[src/rtl/hs_sync_tx.sv]
// Four-phase request/acknowledge transmitter that launches one data word into a far clock domain.
// The acknowledge is synchronised locally, and a sticky flag reports a handshake phase that waits too long.
//
// state  | meaning
// IDLE   | waiting for a word; blocks new words while a stale ack is still high
// REQ_HI | cdc_req high, waiting for the synchronised ack to rise
// REQ_LO | cdc_req low, waiting for the synchronised ack to fall
module hs_sync_tx #(
  parameter int BUS_WIDTH  = 8,
  parameter int NUM_STAGES = 2,
  parameter int TIMEOUT    = 255
) (
  input  logic                 clk,
  input  logic                 reset,
  input  logic [BUS_WIDTH-1:0] src_data,
  input  logic                 src_valid,
  output logic                 src_ready,
  output logic [BUS_WIDTH-1:0] cdc_data,
  output logic                 cdc_req,
  input  logic                 cdc_ack,
  output logic                 done,
  output logic                 timeout
);

  localparam int CNT_W = (TIMEOUT < 2) ? 1 : $clog2(TIMEOUT + 1);
  localparam logic [CNT_W-1:0] CNT_MAX = CNT_W'(TIMEOUT);

  typedef enum logic [1:0] {
    IDLE   = 2'd0,
    REQ_HI = 2'd1,
    REQ_LO = 2'd2
  } state_t;

  state_t                state;
  logic [NUM_STAGES-1:0] ack_sync;
  logic                  ack_s;
  logic [CNT_W-1:0]      phase_cnt;
  logic                  leaving;

  assign ack_s     = ack_sync[NUM_STAGES-1];
  assign src_ready = reset && (state == IDLE) && !ack_s;
  assign leaving   = ((state == REQ_HI) && ack_s) || ((state == REQ_LO) && !ack_s);

  always_ff @(posedge clk) begin
    if (!reset) begin
      ack_sync <= '0;
    end else begin
      ack_sync <= {ack_sync[NUM_STAGES-2:0], cdc_ack};
    end
  end

  always_ff @(posedge clk) begin
    if (!reset) begin
      state     <= IDLE;
      cdc_req   <= 1'b0;
      cdc_data  <= '0;
      done      <= 1'b0;
      timeout   <= 1'b0;
      phase_cnt <= '0;
    end else begin
      done <= 1'b0;
      case (state)
        IDLE: begin
          if (src_valid && src_ready) begin
            cdc_data <= src_data;
            cdc_req  <= 1'b1;
            state    <= REQ_HI;
          end
        end
        REQ_HI: begin
          if (ack_s) begin
            cdc_req <= 1'b0;
            state   <= REQ_LO;
          end
        end
        REQ_LO: begin
          if (!ack_s) begin
            done  <= 1'b1;
            state <= IDLE;
          end
        end
        default: begin
          cdc_req <= 1'b0;
          state   <= IDLE;
        end
      endcase

      // Count wait cycles within one phase; any state change restarts the count.
      if ((state == IDLE) || leaving) begin
        phase_cnt <= '0;
      end else if (phase_cnt != CNT_MAX) begin
        phase_cnt <= phase_cnt + 1'b1;
      end

      if ((state != IDLE) && (phase_cnt == CNT_MAX)) begin
        timeout <= 1'b1;
      end
    end
  end

endmodule

[config.mk]
export PLATFORM = sky130hd
export DESIGN_NAME = hs_sync_tx
export DESIGN_NICKNAME = d
export VERILOG_FILES = /design/src/rtl/hs_sync_tx.sv
export SDC_FILE = /design/constraint.sdc
export NUM_CORES = 1
export LEC_CHECK = 0
export BUFFER_PORTS_ARGS = -buffer_cell sky130_fd_sc_hd__clkbuf_2
export CAP_MARGIN = 20
export CORE_MARGIN = 2
export CORE_UTILIZATION = 45
export DETAILED_ROUTE_END_ITERATION = 8
export PLACE_DENSITY = 0.78
export REMOVE_ABC_BUFFERS = 1
export SYNTH_ARGS = -nofsm -noshare
export SYNTH_HDL_FRONTEND = slang
export SYNTH_SLANG_ARGS = --single-unit
[constraint.sdc]
create_clock -name clk -period 1.25 [get_ports clk]
set_input_delay 0.1875 -clock clk [delete_from_list [all_inputs] [get_ports clk]]
set_output_delay 0.1875 -clock clk [all_outputs]
set_load 0.03 [all_outputs]
==> run summary, run 1 <==
status: finished with violations
failing checks: setup timing
CTS Sinks: 23
TritonCTS clock tree: built
Setup crit end kind: primary output
Setup TNS Final: -304 ps
post-layout power: 1.32 mW
Post-synth EDFFs: 0
largest net degree at the start of global routing: 17
Reg-to-Reg Start: state[1]
cell area after synthesis: 961 um^2
syn_area_per_cell: 9.42 um^2
area fraction of the dominant cell type after synthesis: 47.9%
Largest stage delay, worst path: 360 ps
share of layout cells above drive strength 1: 53.2%
share of power burned in registers: 58.3%
worst min-delay path class: in -> reg
data required time at the worst endpoint: 1060 ps
Max Root-Sink Buffers: 2
ys async rst share: 0%
Routed WL: 2.12 mm
First DRT Iteration DRCs: 11
Hold Fails Final Rpt: 0
Final Cell Area: 1380 um^2
via count: 879
Initial Util: 48.5%
Tmin final: 1390 ps
cell-internal power: 0.964 mW
register area share after synthesis: 47.9%
setup slack after layout: -139 ps
IO Count: 24
Yosys reg bits: 23
DIE WIDTH: 50.2 um
Layout Area Growth over Synthesis: 43.5%
DRC Markers: 0
crit path to: src_ready
crit path from: state[1]
Distinct cells, synth: 28
top_reg_cell synth: dfxtp_1
Slew @ Worst Pin: 324 ps
RSZ-0062 raised after global routing: yes
CTS Buf Count: 3
n_diodes: 0
Die Y: 50.2 um
switching pwr: 0.359 mW
Root Driver: clkbuf_4
pre-CTS setup slack: -44.2 ps
HPWL Detailed: 1.41 mm
Slew Viols, Final: 0
GRT overflow: 0
Setup-failing EPs final: 9
crit path max-delay cell type: dfxtp_2
power per standard cell area: 960 nW/um^2
vias in the first global route: 789
gpl congestion: 0.833
switching fraction of total power: 27.1%
clock latency on the worst-skew pair: 320 ps
Die Area: 2520 um^2
total track usage: 16.9%
Fillers: 145
top post-synthesis cells by count: dfxtp_1, nor2_1, nand2_1
slew margin rel.: 78.4%
R2R Path End: cdc_data[6]
first-pass GRT wire length: 3.25 mm
Yosys top cell by area: dfxtp_1
most common cell in the netlist: dfxtp_1
Post-DP Area: 1170 um^2
f_max: 720 MHz
port buffer count: 23
Final Skew: 8.20 ps
Warnings, synthesis: 0
worst reg2reg setup slack: -30 ps
drt pass-1 iters: 4
crit path DAT: 1200 ps
H-tree Lvls: 1
top cells by area, synth: dfxtp_1, a21boi_1, nand3_1, nor2_1, nand2_1
clock slew seen by the registers of the worst setup and hold paths: 130 ps
fin nets: 155
Clock power frac: 26.8%
Antenna Violating Nets Remaining: 0
WS Path Type: reg -> out
Tcrit/Tclk final: 111%
synthesized instance count: 102
antenna violations before repair: 0
Cell Rows: 16
Leak Pwr: 0.536 nW
worst reg2reg path depth: 6
Peak VDD IR: 678 uV
Max Cap Violations: 0
crit-path max FO: 2
Wirelength per Cell: 12.6 um
share of power burned in combinational logic: 14.9%
cell chain of the critical path: nor4b_4 -> clkbuf_8
Hold-fix buffers, CTS: 0
Critical Path Start Type: flip-flop
Core ar.: 1980 um^2
vias per std cell: 5.23
## power by group through the flow
stage / clock network [mW] / registers [mW] / logic (mW)
3_5_place_dp: 0 / 0.786 / 0.164
5_1_grt: 0.395 / 0.774 / 0.213
3_3_place_gp: 0 / 0.784 / 0.160
4_1_cts: 0.365 / 0.771 / 0.176
6_report: 0.354 / 0.771 / 0.197
2_1_floorplan: 0 / 0.817 / 0.0613
## timing repair
item	4_1_cts	5_1_grt
pin swaps	10	12
buffers inserted	2	2
setup endpoints to repair	5	17
resized for setup	11	31
## flip-flops by register name (all words and copies together) (netlist names)
signal,flops
cdc_data,8
phase_cnt,8
ack_sync,2
state,2
cdc_req,1
done,1
timeout,1
## per-layer routing
layer	global-route usage (%)	up-vias	part of all wire, %
li1	-	429	-
met1	18.8	415	41
met2	30.0	30	51
met3	2.98	5	5.2
met4	9.72	0	2.1
met5	0	-	0
## logic make-up (layout without fill, tap and decap cells)
kind of cell	Yosys count	after routing	share of synthesized area (%)
AOI/OAI and AO/OA	16	16	11.6
xor gates and xnor gates	4	4	3.65
adders and majority gates	1	1	1.30
buffers and inverters	4	43	3.52
DFF	23	23	47.9
muxes	3	3	3.26
and+or+nand+nor	51	51	28.8
## worst max-delay path: cells and delay by family (launching register included)
kind	cells	cell delay, ps
buffers and inverters	1	210
AND/OR/NAND/NOR	1	310
flip-flops	1	360
## placed cells by master (no fill, tap or decap), drive strengths merged, types with 4 or more instances in the layout
master  Yosys  layout
clkbuf      2      26
dfxtp      23      23
buf         2      16
nor2       13      13
nand2      13      13
nand3      11      11
a21boi      8       8
xor2        4       4
nor4b       4       4
## how the worst min path moves through the flow
stage,to,slack (ps),from,cells after the start
2_1_floorplan,timeout,300,reset,1
3_3_place_gp,ack_sync[0],390,cdc_ack,2
3_5_place_dp,ack_sync[0],400,cdc_ack,2
4_1_cts,ack_sync[0],50,cdc_ack,2
5_1_grt,ack_sync[0],70,cdc_ack,2
6_report,ack_sync[0],60,cdc_ack,2
## area by class of cell
| type | count | area (um^2) | share of cell area [%] |
|---|---|---|---|
| multi-input combinational | 75 | 584 | 42.4 |
| sequential | 23 | 472 | 34.2 |
| timing repair buffer | 39 | 259 | 18.8 |
| tap | 27 | 33.8 | 2.45 |
| clock buffer | 3 | 22.5 | 1.63 |
| clock inverter | 1 | 7.51 | 0.544 |
## stage by stage
step	hold slack [ps]	util, %	std cells
final	58.9	69.6	168
after global routing	67.2	69.6	168
after CTS	54.5	62.9	166
after detailed placement	399	58.8	160
after global placement	394	58.8	160
after floorplan	305	-	98
No activity file was read; power rests on OpenSTA's default activity.
==> inputs of run 2 (changes only) <==
Settings changed: PLACE_DENSITY 0.78 to default, PLACE_DENSITY_LB_ADDON from default to 0.2.
==> run 2 against run 1 <==
Critical endpoint unchanged. Critical path depth unchanged. Largest power group unchanged. The flow still finishes with violations (setup timing). Final cell count up 0.60%. Die area unchanged.
==> run summary, run 2 (synthesized netlist as in run 1, its figures left out) <==
failing checks: setup timing
worst min-delay path class: in -> reg
worst hold stages: 2 (unchanged)
biggest regs: cdc_data: 8 flops, phase_cnt: 8 flops
CTS Sinks: 23 (unchanged)
f_max: 716 MHz (-0.55%)
crit path DAT: 1210 ps (about the same)
first-pass GRT wire length: 3.33 mm (+2.6%)
Wirelength per Cell: 12.6 um (about the same)
Setup-failing EPs final: 9 (unchanged)
Critical Path Start Type: flip-flop
n_diodes: 0 (unchanged)
TritonCTS clock tree: built
setup slack after layout: -146 ps (-7.71 ps)
Tmin final: 1400 ps (+7.71 ps)
total track usage: 17.5% (+0.56 points)
clock latency on the worst-skew pair: 310 ps (about the same)
Hold-fix buffers, CTS: 0 (unchanged)
Root Driver: clkbuf_4
data required time at the worst endpoint: 1060 ps (about the same)
fin nets: 156 (+0.65%)
vias per std cell: 5.15 (-1.5%)
First DRT Iteration DRCs: 8 (-3)
Hold Fails Final Rpt: 0 (unchanged)
Fillers: 168 (+16%)
gpl congestion: 0.742 (-11%)
power per standard cell area: 956 nW/um^2 (-0.41%)
Initial Util: 48.5% (unchanged)
Max Cap Violations: 0 (unchanged)
port buffer count: 23 (unchanged)
DIE WIDTH: 50.2 um (unchanged)
Antenna Violating Nets Remaining: 0 (unchanged)
Peak VDD IR: 842 uV (+24%)
Layout Area Growth over Synthesis: 41.9%
Slew @ Worst Pin: 291 ps (-33.9 ps)
WS Path Type: reg -> out
largest net degree at the start of global routing: 17 (unchanged)
Routed WL: 2.13 mm (+0.52%)
GRT overflow: 0 (unchanged)
most frequent cells in the layout: clkbuf_2, dfxtp_1, buf_4
Final Skew: 8.01 ps (-0.190 ps)
DRC Markers: 0 (unchanged)
Setup TNS Final: -498 ps (-194 ps)
Slew Viols, Final: 0 (unchanged)
HPWL Detailed: 1.42 mm (+0.96%)
Post-DP Area: 1170 um^2 (+0.64%)
share of layout cells above drive strength 1: 52.8% (-0.37 points)
Tcrit/Tclk final: 112% (+0.62 points)
drt pass-1 iters: 4 (unchanged)
Cell Rows: 16 (unchanged)
worst reg2reg path depth: 6 (unchanged)
final core occ: 68.8% (-0.76 points)
IO Count: 24 (unchanged)
Core ar.: 1980 um^2 (unchanged)
Leak Pwr: 0.542 nW (+1.2%)
vias in the first global route: 856 (+8.5%)
clock slew seen by the registers of the worst setup and hold paths: 130 ps (about the same)
Final Cell Area: 1360 um^2 (-1.1%)
H-tree Lvls: 1 (unchanged)
slew margin rel.: 80.6% (+2.3 points)
Die Y: 50.2 um (unchanged)
crit-path max FO: 2 (unchanged)
Setup crit end kind: primary output
Die Area: 2520 um^2 (unchanged)
antenna violations before repair: 0 (unchanged)
CTS Buf Count: 3 (unchanged)
leading cell type in the layout, fill and taps excluded: clkbuf_2
Max Root-Sink Buffers: 2 (unchanged)
via count: 871 (-0.91%)
status: finished with violations
RSZ-0062 raised after global routing: yes
run 2: repair_timing:
| action | in CTS | in global routing |
|---|---|---|
| setup endpoints to repair | 4 | 19 |
| pin swaps | 6 | 17 |
| resized for setup | 13 | 25 |
| buffers inserted | 2 | 2 |
run 2: worst paths after layout:
kind / from / end / slack (ps)
setup / recovery: state[0] / src_ready / -150
hold / removal: cdc_ack / ack_sync[0] / 80
setup reg to reg: state[0] / cdc_data[3] / -70
hold reg to reg: ack_sync[0] / ack_sync[1] / 460
run 2: layout make-up:
cell class | count | area (um^2) | share of cell area (%)
Clock inverter | 1 | 5.00 | 0.367
Sequential cell | 23 | 474 | 34.8
Timing Repair Buffer | 40 | 255 | 18.7
Clock buffer | 3 | 22.5 | 1.65
Tap cell | 27 | 33.8 | 2.48
Multi-Input combinational cell | 75 | 573 | 42.0
run 2: metal layers:
metal / track usage [%] / wire length, um
met1: 17.8 / 905
met2: 32.5 / 1100
met3: 4.17 / 79
met4: 9.26 / 46
met5: 0 / 0
run 2: where the power goes:
group	leakage [nW]	internal, mW	switching, mW
Combinational	0.334	0.0886	0.108
Clock	0.0177	0.119	0.216
Sequential	0.191	0.753	0.0182
Total	0.542	0.961	0.342
run 2: per-stage QoR:
step,std cells,setup slack [ps],hold WS (ps),total power [mW]
detailed placement,161,3.21,403,0.953
floorplan,98,-278,305,0.878
global placement,161,23.0,401,0.948
CTS,167,-134,81.7,1.30
global route,169,-212,78.9,1.37
finish,169,-146,75.3,1.30
run 2: critical path, stage by stage, from the launching register on:
cell	delay (ps)
dfxtp_2	360
nor4b_4	320
clkbuf_8	220
==> inputs of run 3 (changes only) <==
Settings changed: PLACE_DENSITY from default to 0.72, PLACE_DENSITY_LB_ADDON 0.2 to default, SLEW_MARGIN from default to 20.
==> run 3 against run 2 <==
The flow still finishes with violations (setup timing). Clock power about the same. Die area unchanged. Sequential cell count unchanged. Cell area up 0.83%. Combinational power down 2%. Register-to-register slack better by 30 ps. Via count down 0.34%. Critical path depth unchanged. Power about the same. Sequential power about the same. Critical path type unchanged.
==> run summary, run 3 (synthesized netlist as in run 1, its figures left out) <==
failing checks: setup timing
crit path DAT: 1260 ps (+50 ps)
n_diodes: 0 (unchanged)
port buffer count: 23 (unchanged)
HPWL Detailed: 1.40 mm (-1.7%)
Slew Viols, Final: 0 (unchanged)
Root Driver: clkbuf_4
post-layout power: 1.30 mW (about the same)
worst min-delay path class: in -> reg
Max Root-Sink Buffers: 2 (unchanged)
GRT overflow: 0 (unchanged)
biggest regs: cdc_data: 8 flops, phase_cnt: 8 flops
DIE WIDTH: 50.2 um (unchanged)
clock latency on the worst-skew pair: 310 ps (about the same)
Critical path buffers and inverters: 1 (unchanged)
Leak Pwr: 0.541 nW (-0.27%)
H-tree Lvls: 1 (unchanged)
crit path max-delay cell type: dfxtp_4
clock slew seen by the registers of the worst setup and hold paths: 120 ps (about the same)
Antenna Violating Nets Remaining: 0 (unchanged)
most frequent cells in the layout: clkbuf_2, dfxtp_1, buf_4
share of layout cells above drive strength 1: 55.3% (+2.5 points)
leading cell type in the layout, fill and taps excluded: clkbuf_2
Die Y: 50.2 um (unchanged)
First DRT Iteration DRCs: 10 (+2)
Setup crit end kind: primary output
Post-DP Area: 1170 um^2 (unchanged)
crit-path max FO: 3 (+1)
Fillers: 147 (-13%)
cell chain of the critical path: nor4b_4 -> clkbuf_8
vias per std cell: 5.17 (+0.25%)
Setup TNS Final: -452 ps (+45.7 ps)
Peak VDD IR: 847 uV (+0.59%)
Largest stage delay, worst path: 370 ps (about the same)
Slew @ Worst Pin: 334 ps (+43.2 ps)
Wirelength per Cell: 12.2 um (-2.8%)
setup slack after layout: -195 ps (-48.8 ps)
Critical Path Start Type: flip-flop
Hold-fix buffers, CTS: 0 (unchanged)
power per standard cell area: 947 nW/um^2 (-0.92%)
total track usage: 16.5% (-1.0 points)
f_max: 692 MHz (-3.4%)
Tcrit/Tclk final: 116% (+3.9 points)
TritonCTS clock tree: built
Setup-failing EPs final: 9 (unchanged)
WS Path Type: reg -> out
Final Skew: 1.48 ps (-6.53 ps)
Core ar.: 1980 um^2 (unchanged)
vias in the first global route: 784 (-8.4%)
Cell Rows: 16 (unchanged)
DRC Markers: 0 (unchanged)
Layout Area Growth over Synthesis: 43.1%
IO Count: 24 (unchanged)
Max Cap Violations: 0 (unchanged)
via count: 868 (-0.34%)
CTS Buf Count: 3 (unchanged)
first-pass GRT wire length: 3.13 mm (-6.0%)
Die Area: 2520 um^2 (unchanged)
Tmin final: 1450 ps (+48.8 ps)
worst reg2reg setup slack: -40 ps (+30 ps)
Initial Util: 48.5% (unchanged)
Top Family by Delay on Critical Path: flip-flops
CTS Sinks: 23 (unchanged)
antenna violations before repair: 0 (unchanged)
slew margin rel.: 77.8% (-2.9 points)
Routed WL: 2.06 mm (-3.4%)
RSZ-0062 raised after global routing: yes
data required time at the worst endpoint: 1060 ps (about the same)
fin nets: 155 (-0.64%)
gpl congestion: 0.760 (+2.4%)
largest net degree at the start of global routing: 17 (unchanged)
Hold Fails Final Rpt: 0 (unchanged)
status: finished with violations
Final Cell Area: 1380 um^2 (+0.83%)
drt pass-1 iters: 4 (unchanged)
-- run 3: cell type report --
class,count,area [um^2],area share (%)
Sequential cell,23,475,34.6
Clock inverter,1,5.00,0.364
Tap cell,27,33.8,2.46
Clock buffer,3,22.5,1.64
Multi-Input combinational cell,75,587,42.7
Timing Repair Buffer,39,251,18.3
-- run 3: power by group --
part | internal [mW] | switching (mW) | total (mW)
logic | 0.0858 | 0.107 | 0.193
clock network | 0.120 | 0.218 | 0.337
registers | 0.753 | 0.0186 | 0.772
-- run 3: path summary, 6_finish.rpt --
path | from | endpoint | cells past startpoint
hold / removal | cdc_ack | ack_sync[0] | 2
setup reg to reg | state[1] | cdc_data[4] | 5
setup / recovery | state[1] | src_ready | 2
hold reg to reg | ack_sync[0] | ack_sync[1] | 1
-- run 3: metrics by stage --
step | hold slack [ps] | worst slack, ps | std cells | util, %
finish | 73.3 | -195 | 168 | 69.4
global route | 65.8 | -294 | 168 | 69.4
CTS | 72.1 | -193 | 166 | 62.6
detailed placement | 404 | -23.3 | 161 | 59.2
global placement | 393 | 16.7 | 161 | 59.2
floorplan | 305 | -278 | 98 | -
-- run 3: timing repair --
action | 4_1_cts | 5_1_grt
gates resized for setup | 12 | 28
setup buffers | 1 | 2
setup endpoints to repair | 9 | 16
pin swaps | 2 | 22
-- run 3: per-layer routing --
layer  GRT usage [%]  share of wire [%]  vias up
li1                -                  -      435
met1            18.9                 41      402
met2            28.3                 51       26
met3            3.87                5.8        5
met4            8.33                1.7        0
met5               0                  0        -
